`config.mk`:
```
export PLATFORM = sky130hd
export DESIGN_NAME = branch_predictor_flat
export DESIGN_NICKNAME = d
export VERILOG_FILES = /design/src/rtl/branch_predictor_if.sv /design/src/rtl/branch_predictor.sv /design/src/flat_wrapper.sv
export SDC_FILE = /design/constraint.sdc
export NUM_CORES = 2
export LEC_CHECK = 0
export BUFFER_PORTS_ARGS = -buffer_cell sky130_fd_sc_hd__buf_2
export CAP_MARGIN = 0
export CORE_UTILIZATION = 55
export CTS_CLUSTER_SIZE = 20
export DETAILED_ROUTE_END_ITERATION = 8
export PLACE_DENSITY = 0.71
export SLEW_MARGIN = 20
export SYNTH_ARGS = -nofsm -noshare
export SYNTH_HDL_FRONTEND = slang
export SYNTH_SLANG_ARGS = --single-unit
export TNS_END_PERCENT = 10
```
`constraint.sdc`:
```
create_clock -name clk -period 81.1 [get_ports clk]
set_input_delay 16.22 -clock clk [delete_from_list [all_inputs] [get_ports clk]]
set_output_delay 16.22 -clock clk [all_outputs]
set_load 0.01 [all_outputs]
```
`src/rtl/branch_predictor_if.sv`:
```
// Fetch-side lookup and execute-side resolution bundle shared by the CPU pipeline
// and the branch predictor.
interface branch_predictor_if #(
    parameter int XLEN = 32
);
    logic [XLEN-1:0] if_pc;
    logic            pred_taken;
    logic [XLEN-1:0] pred_next_pc;

    logic            upd_valid;
    logic [XLEN-1:0] upd_pc;
    logic            upd_is_branch;
    logic            upd_is_jump;
    logic            upd_taken;
    logic [XLEN-1:0] upd_target;
    logic            upd_pred_taken;
    logic [XLEN-1:0] upd_pred_next_pc;
    logic            upd_mispredict;

    logic [31:0]     branch_cnt;
    logic [31:0]     mispred_cnt;

    modport master (
        output if_pc, upd_valid, upd_pc, upd_is_branch, upd_is_jump, upd_taken,
               upd_target, upd_pred_taken, upd_pred_next_pc,
        input  pred_taken, pred_next_pc, upd_mispredict, branch_cnt, mispred_cnt
    );

    modport slave (
        input  if_pc, upd_valid, upd_pc, upd_is_branch, upd_is_jump, upd_taken,
               upd_target, upd_pred_taken, upd_pred_next_pc,
        output pred_taken, pred_next_pc, upd_mispredict, branch_cnt, mispred_cnt
    );
endinterface

```
`src/rtl/branch_predictor.sv`:
```
// Direct-mapped BTB plus 2-bit counter direction predictor (static / bimodal / gshare).
// Lookup is combinational from if_pc; training and mispredict accounting happen at EX resolution.
module branch_predictor #(
    parameter int XLEN     = 32,
    parameter int ENTRIES  = 32,
    parameter int GHR_BITS = 5,
    parameter int MODE     = 2
) (
    input  logic              clk,
    input  logic              reset,
    branch_predictor_if.slave bus
);
    localparam int IDX  = $clog2(ENTRIES);
    localparam int TAGW = XLEN - IDX - 2;

    logic                valid_q   [ENTRIES];
    logic                is_jump_q [ENTRIES];
    logic [TAGW-1:0]     tag_q     [ENTRIES];
    logic [XLEN-1:0]     target_q  [ENTRIES];
    logic [1:0]          cnt_q     [ENTRIES];
    logic [GHR_BITS-1:0] ghr_q;
    logic [31:0]         branch_q;
    logic [31:0]         mispred_q;

    logic [IDX-1:0]  hist;
    logic [IDX-1:0]  lk_bidx;
    logic [IDX-1:0]  lk_pidx;
    logic [TAGW-1:0] lk_tag;
    logic            lk_hit;
    logic [IDX-1:0]  up_bidx;
    logic [IDX-1:0]  up_pidx;
    logic [TAGW-1:0] up_tag;
    logic [XLEN-1:0] actual_next;
    logic            do_upd;
    logic            unused_ok;

    // History only folds into the counter index in gshare mode.
    assign hist    = (MODE == 2) ? IDX'(ghr_q) : '0;

    assign lk_bidx = bus.if_pc[IDX+1:2];
    assign lk_tag  = bus.if_pc[XLEN-1:IDX+2];
    assign lk_pidx = lk_bidx ^ hist;
    assign lk_hit  = valid_q[lk_bidx] && (tag_q[lk_bidx] == lk_tag);

    assign bus.pred_taken   = (MODE != 0) && lk_hit && (is_jump_q[lk_bidx] || cnt_q[lk_pidx][1]);
    assign bus.pred_next_pc = bus.pred_taken ? target_q[lk_bidx] : bus.if_pc + XLEN'(4);

    assign up_bidx = bus.upd_pc[IDX+1:2];
    assign up_tag  = bus.upd_pc[XLEN-1:IDX+2];
    assign up_pidx = up_bidx ^ hist;

    assign actual_next        = bus.upd_taken ? bus.upd_target : bus.upd_pc + XLEN'(4);
    assign bus.upd_mispredict = bus.upd_valid && (actual_next != bus.upd_pred_next_pc);
    assign do_upd             = bus.upd_valid && (bus.upd_is_branch || bus.upd_is_jump);

    assign bus.branch_cnt  = branch_q;
    assign bus.mispred_cnt = mispred_q;

    always_ff @(posedge clk or posedge reset) begin
        if (reset) begin
            for (int i = 0; i < ENTRIES; i++) begin
                valid_q[i]   <= 1'b0;
                is_jump_q[i] <= 1'b0;
                tag_q[i]     <= '0;
                target_q[i]  <= '0;
                cnt_q[i]     <= 2'b01;
            end
            ghr_q <= '0;
        end else if (do_upd && (MODE != 0)) begin
            if (bus.upd_is_branch) begin
                if (bus.upd_taken && (cnt_q[up_pidx] != 2'b11))
                    cnt_q[up_pidx] <= cnt_q[up_pidx] + 2'b01;
                else if (!bus.upd_taken && (cnt_q[up_pidx] != 2'b00))
                    cnt_q[up_pidx] <= cnt_q[up_pidx] - 2'b01;
                if (MODE == 2)
                    ghr_q <= GHR_BITS'({ghr_q, bus.upd_taken});
            end
            // Not-taken outcomes leave the BTB alone; taken ones replace whatever sits in the slot.
            if (bus.upd_taken) begin
                valid_q[up_bidx]   <= 1'b1;
                tag_q[up_bidx]     <= up_tag;
                target_q[up_bidx]  <= bus.upd_target;
                is_jump_q[up_bidx] <= bus.upd_is_jump;
            end
        end
    end

    always_ff @(posedge clk or posedge reset) begin
        if (reset) begin
            branch_q  <= '0;
            mispred_q <= '0;
        end else if (do_upd) begin
            if (branch_q != 32'hFFFF_FFFF)
                branch_q <= branch_q + 32'd1;
            if (bus.upd_mispredict && (mispred_q != 32'hFFFF_FFFF))
                mispred_q <= mispred_q + 32'd1;
        end
    end

    // PC alignment bits and the carried prediction bit play no role in the decisions.
    assign unused_ok = ^{bus.upd_pred_taken, bus.if_pc[1:0], bus.upd_pc[1:0]};
endmodule

```
`src/flat_wrapper.sv`:
```
// flat-port wrapper written by rule: the top's interface ports become plain ports
module branch_predictor_flat 
#(
    parameter int XLEN     = 32,
    parameter int ENTRIES  = 32,
    parameter int GHR_BITS = 5,
    parameter int MODE     = 2
)
  (clk, reset, bus_if_pc, bus_upd_valid, bus_upd_pc, bus_upd_is_branch, bus_upd_is_jump, bus_upd_taken, bus_upd_target, bus_upd_pred_taken, bus_upd_pred_next_pc, bus_pred_taken, bus_pred_next_pc, bus_upd_mispredict, bus_branch_cnt, bus_mispred_cnt);
  branch_predictor_if #(.XLEN(XLEN)) bus_i ();
  input  logic clk;
  input  logic reset;
  input wire logic [$bits(bus_i.if_pc)-1:0] bus_if_pc;
  input wire logic [$bits(bus_i.upd_valid)-1:0] bus_upd_valid;
  input wire logic [$bits(bus_i.upd_pc)-1:0] bus_upd_pc;
  input wire logic [$bits(bus_i.upd_is_branch)-1:0] bus_upd_is_branch;
  input wire logic [$bits(bus_i.upd_is_jump)-1:0] bus_upd_is_jump;
  input wire logic [$bits(bus_i.upd_taken)-1:0] bus_upd_taken;
  input wire logic [$bits(bus_i.upd_target)-1:0] bus_upd_target;
  input wire logic [$bits(bus_i.upd_pred_taken)-1:0] bus_upd_pred_taken;
  input wire logic [$bits(bus_i.upd_pred_next_pc)-1:0] bus_upd_pred_next_pc;
  output wire logic [$bits(bus_i.pred_taken)-1:0] bus_pred_taken;
  output wire logic [$bits(bus_i.pred_next_pc)-1:0] bus_pred_next_pc;
  output wire logic [$bits(bus_i.upd_mispredict)-1:0] bus_upd_mispredict;
  output wire logic [$bits(bus_i.branch_cnt)-1:0] bus_branch_cnt;
  output wire logic [$bits(bus_i.mispred_cnt)-1:0] bus_mispred_cnt;
  assign bus_i.if_pc = bus_if_pc;
  assign bus_i.upd_valid = bus_upd_valid;
  assign bus_i.upd_pc = bus_upd_pc;
  assign bus_i.upd_is_branch = bus_upd_is_branch;
  assign bus_i.upd_is_jump = bus_upd_is_jump;
  assign bus_i.upd_taken = bus_upd_taken;
  assign bus_i.upd_target = bus_upd_target;
  assign bus_i.upd_pred_taken = bus_upd_pred_taken;
  assign bus_i.upd_pred_next_pc = bus_upd_pred_next_pc;
  assign bus_pred_taken = bus_i.pred_taken;
  assign bus_pred_next_pc = bus_i.pred_next_pc;
  assign bus_upd_mispredict = bus_i.upd_mispredict;
  assign bus_branch_cnt = bus_i.branch_cnt;
  assign bus_mispred_cnt = bus_i.mispred_cnt;
  branch_predictor #(.XLEN(XLEN), .ENTRIES(ENTRIES), .GHR_BITS(GHR_BITS), .MODE(MODE)) u_core (.clk(clk), .reset(reset), .bus(bus_i));
endmodule
```
==> impl_metrics.toml <==
[job]
maxCapViolations = 0

[sta]
final.min_clock_period_ns = 39.87
setup_tns_ns = 0
fin_skew_ns = 0.0356
setup_violations = 0
slew_headroom_pct = 19.1
rsz0062_at_grt = "false"
fmax_mhz = 25.1
worstMarginPinSlew_ns = 1.21
maxSlewViolCount = 0
fin_crit_sh_pct = 49.2
hold_violations = 0

[layout]
finish.utilization_pct = 61.6
fill_cells = 12586
drive_above_1_share_pct = 51.8
final_area_um2 = 105000
nets = 6330
area_delta_synth_final_pct = 10.8
finalNonFillerCells = 8604

[worst_setup_path]
crit_top_cell = "buf_4"
cp.arrival_ns = 23.65
crit_family = "buffers and inverters"
critical_path_depth = 15
max_stage_delay_ns = 0.90
crit_path_end_kind = "output pin"
critPathRequiredTime_ns = 64.88
cp.buffers_inverters = 6
crit_fanout = 77
rr_worst_depth = 12
cp-start-kind = "input port"
crit_path_top_delay_cell = "buf_4"
crit_type = "input port to output pin"
crit_chain = "buf_8 -> buf_4 -> buf_4 -> buf_4 -> mux4_2 -> nand3_1 -> nand4_1 -> a21oi_1 -> xnor2_1 -> or4_1 -> or4_4 -> buf_4 -> a211oi_2 -> a21oi_1 -> buf_2"

[drt]
ant_nets = 0
viasPerCell = 6.51
first_pass_iters = 7
route.detailed.drc = 0
vias = 56040
drt_iter0_drc = 5064
wl_per_cell_um = 31.1
wl_mm = 267

[die]
die_w_um = 416
ios = 233
die-area_um2 = 173000
start_util_pct = 55.6
die-height_um = 416
coreArea_um2 = 170000
fp-row-count = 151

[cts]
cts_buffer_depth = 3
cts_tree = "yes"
cts_hold_buf = 0
cts-htree-levels = 4
postCtsResizedCells = 0
cts_buffers = 211
root_buffer = "clkbuf_16"
cts.sinks = 2021
clk_latency_ns = 0.85
clk_pin_slew_worst_paths_ns = 0.06
post_cts_buffers = 0

[yosys]
synth_cell_type_count = 70
synthArstFlopShare_pct = 100
yosys_warnings = 0
synth-edff-count = 0
ys_seq_area_share_pct = 53.6
avgSynthCellArea_um2 = 15.2
synth_area_um2 = 94500
ys_top_cells_by_count = "dfrtp_1 (1989), mux2_2 (1909), mux4_2 (548), clkbuf_1 (381), nand2_1 (136)"
synthCells = 6203
yosys-top-cells-area = "dfrtp_1 (53%), mux2_2 (23%), mux4_2 (13%)"
netlist.area_leader.share_pct = 52.7
synth_top_area_cell = "dfrtp_1"
yosysMostFrequentCell = "dfrtp_1"
ys_seq_elements = 2021
syn-num-nets = 6347
postSynth.topFlopCell = "dfrtp_1"

[place]
port_buffers = 231
hpwl_mm = 156
dpl_cell_area_um2 = 97300
place_congestion = 0.932
place_inst = 8189

[global_routing]
track_usage_pct = 31.2
grt_pass1_vias = 58307
grt_max_degree = 166
overflow = 0
grt_pass1_wl_mm = 396
antenna_found_initial = 32

[power_and_ir_drop]
peakVddDrop_uv = 23.6
leakagePower_nw = 48.8
power_mw = 2.56
powerDensity_nw_per_um2 = 24.4

[worst_hold_path]
min_path_type = "flop to flop"
whs_path_depth = 1

[status]
status = "finished clean"
==> cells in the final DEF, fill, tap and decap left out, types with 32 or more instances in the layout <==
cell type and n:
dfrtp_1 1989, mux2_2 1909, mux4_2 548, buf_2 226
clkbuf_16 214, nand2_1 121, xnor2_1 113, buf_4 110
mux2i_1 91, nor2_1 85, nand3_1 83, xor2_1 70
clkbuf_8 57, clkbuf_1 55, o21ai_0 52, nand4_1 47
and2_1 39, dfstp_2 32
==> worst paths after layout <==
path,to,from,slack (ns)
hold / removal,u_core.valid_q[30],u_core.valid_q[30],0.47
min in group asynchronous,u_core.bus.branch_cnt[11],reset,15.52
max in group asynchronous,u_core.target_q[308],reset,60.58
setup reg to reg,u_core.cnt_q[31],u_core.ghr_q[0],76.98
hold reg to reg,u_core.valid_q[30],u_core.valid_q[30],0.47
setup / recovery,bus_pred_next_pc[31],bus_if_pc[3],41.23
==> cells by family (layout without fill, tap and decap cells) <==
kind of cell               count (synthesis)  after routing  share of synthesized area [%]
xor gates and xnor gates                 186            186                           1.72
other                                      0             22                              0
adders and majority gates                  9              9                          0.119
muxes                                   2549           2549                           36.8
AOI/OAI and AO/OA                        249            249                           1.98
and+or+nand+nor                          585            585                           3.17
buffers and inverters                    604            765                           2.65
DFF                                     2021           2021                           53.6
==> area by class of cell <==
class                      count  area, um^2  area share (%)
tap                         2218        2780            2.65
clock inverter                65         901           0.860
multi-input combinational   3578       41700            39.8
timing repair buffer         351        2220            2.12
sequential                  2021       50600            48.3
antenna                       22        55.1          0.0526
inverter                      23         100          0.0956
clock buffer                 326        6350            6.06
==> metrics by stage <==
stage	hold WS, ns	setup WS (ns)
finish	0.466	41.23
global route	0.468	41.06
CTS	0.465	41.30
detailed placement	0.448	41.31
global placement	0.444	41.25
floorplan	0.429	7.85
==> sequential cells by signal (all words and copies together), names as in the netlist, named ones only <==
register	flops
u_core.is_jump_q	32
u_core.tag_q	800
u_core.ghr_q	5
u_core.cnt_q	32
u_core.bus.branch_cnt	32
u_core.target_q	1024
u_core.bus.mispred_cnt	32
u_core.valid_q	32
==> routing by layer <==
layer | global-route usage [%] | routed length, um
met1 | 41.9 | 108000
met2 | 49.9 | 130000
met3 | 4.91 | 15900
met4 | 15.2 | 13800
met5 | 0 | 34
==> power breakdown <==
part	leakage [nW]	switching [mW]	total [mW]	internal, mW
Combinational	18.2	0.164	0.354	0.190
Sequential	27.1	0.0664	1.20	1.14
Clock	3.54	0.413	1.00	0.586
(Power assumes the default switching activity.)
